[src/rtl/inertial_reader_if.sv]
// Command/response handshake between the inertial reader and the SPI master.
interface inertial_reader_if;
  logic        wrt;
  logic [15:0] cmd;
  logic        done;
  logic [15:0] rd_data;

  modport master (output wrt, output cmd, input done, input rd_data);
  modport slave  (input wrt, input cmd, output done, output rd_data);
endinterface

[src/rtl/inertial_reader.sv]
// Inertial sensor front end: power-up delay, configuration writes, then an
// eight-byte read on every data-ready interrupt, published as four readings.
module inertial_reader #(
  parameter int unsigned INIT_WAIT = 65535
) (
  input  logic                     clk,
  input  logic                     rst,
  input  logic                     INT,
  inertial_reader_if.master        spi,
  output logic                     vld,
  output logic signed [15:0]       roll_rt,
  output logic signed [15:0]       yaw_rt,
  output logic signed [15:0]       AY,
  output logic signed [15:0]       AZ
);

  typedef enum logic [2:0] {
    INIT_DLY,
    CFG,
    IDLE,
    READ,
    UPD
  } state_t;

  localparam logic [15:0] LP_WAIT = 16'(INIT_WAIT);

  state_t             r_state;
  logic [15:0]        r_timer;
  logic [2:0]         r_idx;
  logic               r_busy;
  logic               r_wrt;
  logic [15:0]        r_cmd;
  logic               r_vld;
  logic               r_int_meta;
  logic               r_int_s;
  logic [7:0]         r_stg [8];
  logic signed [15:0] r_roll;
  logic signed [15:0] r_yaw;
  logic signed [15:0] r_ay;
  logic signed [15:0] r_az;

  logic               w_done_ok;
  logic [2:0]         w_next_idx;
  logic               w_unused_rd_hi;

  function automatic logic [15:0] cfg_word(input logic [1:0] idx);
    case (idx)
      2'd0:    cfg_word = 16'h0D02;
      2'd1:    cfg_word = 16'h1053;
      2'd2:    cfg_word = 16'h1150;
      default: cfg_word = 16'h1460;
    endcase
  endfunction

  function automatic logic [15:0] rd_cmd(input logic [2:0] idx);
    case (idx)
      3'd0:    rd_cmd = 16'hA400;
      3'd1:    rd_cmd = 16'hA500;
      3'd2:    rd_cmd = 16'hA600;
      3'd3:    rd_cmd = 16'hA700;
      3'd4:    rd_cmd = 16'hAA00;
      3'd5:    rd_cmd = 16'hAB00;
      3'd6:    rd_cmd = 16'hAC00;
      default: rd_cmd = 16'hAD00;
    endcase
  endfunction

  assign w_done_ok      = spi.done & r_busy;
  assign w_next_idx     = r_idx + 3'd1;
  assign w_unused_rd_hi = &{1'b0, spi.rd_data[15:8]};

  always_ff @(posedge clk) begin
    if (rst) begin
      r_state    <= INIT_DLY;
      r_timer    <= '0;
      r_idx      <= '0;
      r_busy     <= 1'b0;
      r_wrt      <= 1'b0;
      r_cmd      <= '0;
      r_vld      <= 1'b0;
      r_int_meta <= 1'b0;
      r_int_s    <= 1'b0;
      r_roll     <= '0;
      r_yaw      <= '0;
      r_ay       <= '0;
      r_az       <= '0;
      for (int unsigned i = 0; i < 8; i++) begin
        r_stg[i] <= '0;
      end
    end else begin
      r_int_meta <= INT;
      r_int_s    <= r_int_meta;
      r_wrt      <= 1'b0;
      r_vld      <= 1'b0;

      case (r_state)
        INIT_DLY: begin
          if (r_timer == LP_WAIT) begin
            r_state <= CFG;
            r_idx   <= '0;
            r_wrt   <= 1'b1;
            r_busy  <= 1'b1;
            r_cmd   <= cfg_word(2'd0);
          end else begin
            r_timer <= r_timer + 16'd1;
          end
        end

        CFG: begin
          if (w_done_ok) begin
            r_busy <= 1'b0;
            if (r_idx == 3'd3) begin
              r_state <= IDLE;
            end else begin
              r_idx  <= w_next_idx;
              r_wrt  <= 1'b1;
              r_busy <= 1'b1;
              r_cmd  <= cfg_word(w_next_idx[1:0]);
            end
          end
        end

        IDLE: begin
          if (r_int_s) begin
            r_state <= READ;
            r_idx   <= '0;
            r_wrt   <= 1'b1;
            r_busy  <= 1'b1;
            r_cmd   <= rd_cmd(3'd0);
          end
        end

        READ: begin
          if (w_done_ok) begin
            r_busy       <= 1'b0;
            r_stg[r_idx] <= spi.rd_data[7:0];
            if (r_idx == 3'd7) begin
              // Publish at the last done so vld lands in the UPD cycle; the
              // final byte bypasses staging.
              r_state <= UPD;
              r_vld   <= 1'b1;
              r_roll  <= {r_stg[1], r_stg[0]};
              r_yaw   <= {r_stg[3], r_stg[2]};
              r_ay    <= {r_stg[5], r_stg[4]};
              r_az    <= {spi.rd_data[7:0], r_stg[6]};
            end else begin
              r_idx  <= w_next_idx;
              r_wrt  <= 1'b1;
              r_busy <= 1'b1;
              r_cmd  <= rd_cmd(w_next_idx);
            end
          end
        end

        UPD: begin
          // A still-high interrupt skips the IDLE cycle and re-reads at once.
          if (r_int_s) begin
            r_state <= READ;
            r_idx   <= '0;
            r_wrt   <= 1'b1;
            r_busy  <= 1'b1;
            r_cmd   <= rd_cmd(3'd0);
          end else begin
            r_state <= IDLE;
          end
        end

        default: r_state <= INIT_DLY;
      endcase
    end
  end

  assign spi.wrt = r_wrt;
  assign spi.cmd = r_cmd;
  assign vld     = r_vld;
  assign roll_rt = r_roll;
  assign yaw_rt  = r_yaw;
  assign AY      = r_ay;
  assign AZ      = r_az;

endmodule

[src/flat_wrapper.sv]
// flat-port wrapper written by rule: the top's interface ports become plain ports
module inertial_reader_flat 
#(
  parameter int unsigned INIT_WAIT = 65535
)
  (clk, rst, INT, vld, roll_rt, yaw_rt, AY, AZ, spi_wrt, spi_cmd, spi_done, spi_rd_data);
  inertial_reader_if spi_i ();
  input  logic clk;
  input  logic rst;
  input  logic INT;
  output logic vld;
  output logic signed [15:0] roll_rt;
  output logic signed [15:0] yaw_rt;
  output logic signed [15:0] AY;
  output logic signed [15:0] AZ;
  output wire logic [$bits(spi_i.wrt)-1:0] spi_wrt;
  output wire logic [$bits(spi_i.cmd)-1:0] spi_cmd;
  input wire logic [$bits(spi_i.done)-1:0] spi_done;
  input wire logic [$bits(spi_i.rd_data)-1:0] spi_rd_data;
  assign spi_wrt = spi_i.wrt;
  assign spi_cmd = spi_i.cmd;
  assign spi_i.done = spi_done;
  assign spi_i.rd_data = spi_rd_data;
  inertial_reader #(.INIT_WAIT(INIT_WAIT)) u_core (.clk(clk), .rst(rst), .INT(INT), .spi(spi_i), .vld(vld), .roll_rt(roll_rt), .yaw_rt(yaw_rt), .AY(AY), .AZ(AZ));
endmodule
[config.mk]
export PLATFORM = sky130hd
export DESIGN_NAME = inertial_reader_flat
export DESIGN_NICKNAME = d
export VERILOG_FILES = /design/src/rtl/inertial_reader_if.sv /design/src/rtl/inertial_reader.sv /design/src/flat_wrapper.sv
export SDC_FILE = /design/constraint.sdc
export NUM_CORES = 1
export LEC_CHECK = 0
export ABC_AREA = 1
export BUFFER_PORTS_ARGS = -buffer_cell sky130_fd_sc_hd__buf_2
export CORE_MARGIN = 1.5
export CORE_UTILIZATION = 45
export CTS_BUF_LIST = sky130_fd_sc_hd__clkbuf_16
export DETAILED_ROUTE_END_ITERATION = 10
export HOLD_SLACK_MARGIN = 0.15
export PLACE_DENSITY = 0.77
export SYNTH_ARGS = -nofsm -noshare
export SYNTH_HDL_FRONTEND = slang
export SYNTH_SLANG_ARGS = --single-unit
[constraint.sdc]
create_clock -name clk -period 2.4 [get_ports clk]
set_clock_uncertainty 0.2 [all_clocks]
set_input_delay 0.12 -clock clk [delete_from_list [all_inputs] [get_ports clk]]
set_output_delay 0.12 -clock clk [all_outputs]
set_load 0.01 [all_outputs]
After elaboration in Yosys (flattened, before gate mapping). Memories as Yosys holds them, arrays and structs flattened. A register that Yosys moved wholly into a read port is not among the register bits. Index checks and enable logic that the tools add are counted. W data, S select, Z words.

Register bits: 59. Bits in latches: 0. Bits in writable memories: 64. Memory bits (read-only): 0. Memories kept: 1.

Add/subtract/negate cells: 2. Multiply operators: 0. Div/mod/pow operators: 0. Order comparisons: 0. Eq/ne operators: 24. Shifts and indexed selects: 0. Mux-type cells: 46. Bitwise logic cells: 4. Reductions and logical operators: 12.

Memory list: u_core.r_stg (depth 8, width 8, rd ports 7, clocked after Yosys merged registers in 7, wr ports 8, line inertial_reader.sv:36) `logic [7:0] r_stg [8];`.

Operators with widths (count): $mux W16 (6); $pmux W12 S7 (1); $pmux W16 S4 (1); $mux W3 (13); $pmux W13 S3 (1); $mux W1 (19); $add A16 B1 Y16 const B (1); $eq A16 B16 Y1 const B (1); $eq A3 B2 Y1 const B (5); $eq A3 B3 Y1 const B (5); $pmux W3 S5 (1); $ne A2 B1 Y1 const B (7); $pmux W3 S4 (1); $mux W8 (1); $pmux W1 S4 (2); $reduce_or A8 Y1 (1); $reduce_and A7 Y1 (1); $eq A3 B1 Y1 const B (2); $logic_not A3 Y1 (2); $reduce_and A6 Y1 (1); $reduce_and A5 Y1 (1); $ne A2 B2 Y1 const B (2); $reduce_bool A4 Y1 (1); $add A3 B1 Y3 const B (1); other kinds (9) (11).

Longest topological paths before layout.
Word-level depth: 7. Gate-level depth with buffers: 12.

Least setup slack after synthesis. No wires, ideal clock.

Kind: reg-to-reg. From: reg u_core.r_state[0]. To: mem u_core.r_stg[1][0] (enable). Library setup time: 0.329 ns. Arrival time: 1.321 ns. Required time: 1.871 ns. Path slack: 0.551 ns. Stages on the path, launching flop included: 7. Buffers on the path: 0. Cells stage by stage: dfxtp_1 nand2_4 nor2_8 nand3_2 nor2_2 nand2_2 nand2_1.

RTL lines: from (decl) (line inertial_reader.sv:27) `state_t r_state;`; from (signal assigned) (line inertial_reader.sv:74) `r_state <= INIT_DLY;`; from (signal assigned) (line inertial_reader.sv:99) `r_state <= CFG;`; from (signal assigned) (line inertial_reader.sv:113) `r_state <= IDLE;`; to (decl) (line inertial_reader.sv:36).

Worst setup path after layout.
From: reg u_core.r_idx[1]. To: reg u_core.r_cmd[13], in the netlist u_core.spi.cmd[13].

Word-level cells in the longest chain between the ends: 3.

Ends and longest elaborated chain: from (decl) (line inertial_reader.sv:29) `logic [2:0] r_idx;`; from (signal assigned) (line inertial_reader.sv:115) `r_idx <= w_next_idx;`; from (signal assigned) (line inertial_reader.sv:147) `r_idx <= w_next_idx;`; $eq A3 B3 Y1 or $eq A3 B2 Y1 (tied branches) (line inertial_reader.sv:137, inertial_reader.sv:112); $ne A2 B2 Y1 (no line); $reduce_and A7 Y1 (no line) (*); to (signal assigned) (line inertial_reader.sv:129) `r_cmd <= rd_cmd(3'd0);`; to (signal assigned) (line inertial_reader.sv:150) `r_cmd <= rd_cmd(w_next_idx);`; to (signal assigned) (line inertial_reader.sv:162) `r_cmd <= rd_cmd(3'd0);`; to (decl) (line inertial_reader.sv:32) `logic [15:0] r_cmd;`.

Every way passes the cells marked *; elsewhere a longest branch is shown, timed or not. A chain may end at the register's enable or synchronous reset.

==> results.cfg <==
[sta]
timing.fmax_mhz = 473.1
rsz0062_at_grt = false
setup_tns_ps = 0
drv_slew = 0
hold_viol_final = 0
finalCritPeriodShare_pct = 88.07
worst_slack_ps = 286.3
setup_viol = 0
period_minus_slack_ps = 2114

[final_layout]
drive_gt1_share_pct = 19.49
area_growth_pct = 18.76
design_area_mm2 = 0.007739
postLayoutCoreUtil_pct = 55.32
nNetsFinal = 877
n_antenna_cell = 0

[synth]
synth.avg_cell_area_um2 = 8.642
yosysUniqueCellTypes = 33
synthesis.area_mm2 = 0.006516
seq_area_frac_synth_pct = 56.84
yosysWarnings = 0
postSynthRegisterBits = 157
synth_cells = 754

[flow_run]
max_cap_violations = 0

[cts]
clock-sinks = 157
cts_buffers = 17
clk_path_buf_depth = 2
post_cts_resized = 0
cts_tree = built
htree_levels = 4
postCtsHoldBufs = 12
clkTransAtPathRegs_ps = 60
clock_latency_ps = 420
cts-root-buf = clkbuf_16
cts_setup_buffers = 0

[pwr]
peakVddDrop_mv = 0.5225
p_leak_nw = 3.312
powerDensity_mw_per_mm2 = 726.0

[route]
vias_per_cell = 4.847
wl_um = 13550
dr_total_vias = 5051
firstDrtPassIters = 5
ant_nets = 0
wl_per_cell_um = 13.00
drt-initial-drc-count = 351
route.detailed.drc = 0

[global_route]
grt_pass1_vias = 4563
grt_overflow_total = 0
grt_pass1_wl_um = 22140
antenna_found_initial = 0
grt_start_max_net_pins = 91
grt.total_usage_pct = 19.03

[floorplan]
fp.dieH_um = 123.3
io-pin-count = 102
die_area_mm2 = 0.01521
start_util_pct = 46.58
die_x_um = 123.3
coreArea_mm2 = 0.01399
rows = 43

[status]
status = completed

[placement]
port_buffers = 89
hpwl_um = 8862
dpl_cell_area_mm2 = 0.007030
place_congestion = 0.8239
post-place-ws_ps = 264.2

[critical_path]
cp.arrival_ps = 2280
rrSetupSlack_ps = 290
reg2reg_depth = 10
critPathCaptureType = register
critical_path_class = reg -> reg
critPathRequiredTime_ps = 2560
regToRegStartpoint = u_core.r_idx[1]
critPathLaunchType = register
crit_fanout = 12
r2r_end = u_core.spi.cmd[13]

[worst_hold_path]
hold_depth = 2
min-delay-start = u_core.r_int_meta
min_to = u_core.r_int_s
worstHoldPathType = reg -> reg
-- cell type report --
type                    count  area [um2]
inverters                  52       197.7
clock inverters            15       162.7
well taps                 180       225.2
fillers                  1242        6250
multi-input cells         511        2366
flip-flops and latches    157        3704
repair buffers            110       658.1
clock buffers              17       425.4
-- report_power, final --
group / internal, mW / total, mW / switching, mW
Combinational: 0.0416 / 0.141 / 0.0996
Sequential: 2.80 / 2.82 / 0.0168
Clock: 1.55 / 2.66 / 1.11
-- cell usage after synthesis --
| master | number | area, um2 |
|---|---|---|
| nand2_4 | 1 | 11.26 |
| clkinv_1 | 2 | 7.510 |
| nor2_8 | 2 | 40.04 |
| edfxtp_1 | 56 | 1682 |
| nand3_4 | 2 | 35.03 |
| nand3_2 | 3 | 30.03 |
| ha_1 | 8 | 100.1 |
| buf_4 | 15 | 112.6 |
| nor2_4 | 4 | 45.04 |
| dfxtp_1 | 101 | 2022 |
| nand3_1 | 22 | 110.1 |
| nand2_1 | 97 | 364.1 |
| inv_4 | 1 | 6.260 |
| a21oi_1 | 25 | 125.1 |
| o21ai_0 | 47 | 235.2 |
| inv_1 | 45 | 168.9 |
| nand2_2 | 11 | 68.82 |
| nor2_1 | 234 | 878.3 |
| nor2_2 | 9 | 56.30 |
| inv_2 | 4 | 15.01 |
| a31oi_1 | 1 | 6.260 |
| xor2_1 | 2 | 17.52 |
| o22ai_1 | 1 | 6.260 |
| buf_6 | 8 | 90.09 |
| nor3_1 | 1 | 5.000 |
| clkbuf_1 | 9 | 33.78 |
| buf_1 | 1 | 3.750 |
| nand4_1 | 4 | 25.02 |
| xnor2_1 | 4 | 35.03 |
| conb_1 | 1 | 3.750 |
| a21oi_4 | 1 | 16.27 |
| o21ai_1 | 28 | 140.1 |
| buf_2 | 4 | 20.02 |
-- kinds of logic (layout without fill, tap and decap cells) --
| group | after synthesis | after routing | share of synthesized area [%] |
|---|---|---|---|
| other | 1 | 4 | 0.05755 |
| adder cells (fa/ha/maj) | 8 | 8 | 1.536 |
| AO/OA/AOI/OAI | 103 | 103 | 8.122 |
| flip-flops | 157 | 157 | 56.84 |
| XOR/XNOR | 6 | 6 | 0.8064 |
| buffers and inverters | 89 | 194 | 7.028 |
| AND/OR/NAND/NOR | 390 | 390 | 25.61 |
-- per-layer routing --
layer / up-vias / wire length, um / GRT usage (%)
met5: - / 0 / 0
met4: 0 / 302 / 7.974
met3: 23 / 936 / 4.935
met2: 172 / 6402 / 31.08
met1: 2256 / 5904 / 23.99
li1: 2600 / - / -
-- how the worst max path moves through the flow --
stage / slack [ps] / endpoint / depth (start not counted) / start
after global routing: 60 / u_core.r_idx[2] / 10 / u_core.r_idx[1]
final: 290 / u_core.spi.cmd[13] / 10 / u_core.r_idx[1]
after CTS: 250 / u_core.spi.cmd[13] / 10 / u_core.r_idx[1]
after global placement: 340 / u_core.spi.cmd[13] / 9 / u_core.r_idx[1]
after floorplan: 550 / u_core.r_stg[1][0] / 6 / u_core.r_state[0]
after detailed placement: 260 / u_core.spi.cmd[13] / 10 / u_core.r_idx[1]
-- registers in the layout, summed over array words and instances, names as in the netlist --
| name | flops |
|---|---|
| roll_rt | 16 |
| u_core.r_idx | 3 |
| u_core.r_int_s | 1 |
| u_core.r_state | 3 |
| AY | 16 |
| u_core.r_timer | 16 |
| u_core.spi.cmd | 10 |
| u_core.r_busy | 1 |
| yaw_rt | 16 |
| u_core.vld | 1 |
| u_core.spi.wrt | 1 |
| AZ | 8 |
| u_core.AZ | 8 |
| u_core.r_stg | 56 |
| u_core.r_int_meta | 1 |
-- stage by stage --
step	power, mW	hold slack [ps]	cells
6_report	5.619	210.0	1042
5_1_grt	5.812	217.1	1042
4_1_cts	5.652	211.7	1042
3_5_place_dp	3.003	135.0	998
3_3_place_gp	2.999	130.7	998
2_1_floorplan	2.958	26.97	757
-- worst max-delay path, cell delays in order (launching register included) --
cell and delay (ps):
dfxtp_1 490, ha_1 260, ha_1 250, nand4_1 140, nand3_2 110, nand2_2 80, inv_2 170, nand2_1 140
nand2_1 90, nand2_1 50, nor2_1 80
-- cells in the final DEF, fill, tap and decap left out, types with 3 or more instances in the layout --
master	count
a21oi_1	25
buf_2	89
buf_4	7
clkbuf_16	17
clkinvlp_4	3
conb_1	4
dfxtp_1	101
dlygate4sd3_1	12
edfxtp_1	56
ha_1	8
inv_1	45
inv_2	5
inv_6	3
nand2_1	97
nand2_2	11
nand3_1	22
nand3_2	3
nand4_1	4
nor2_1	234
nor2_2	9
nor2_4	4
o21ai_0	47
o21ai_1	28
xnor2_1	4
Power figures use the tool's default switching activity.
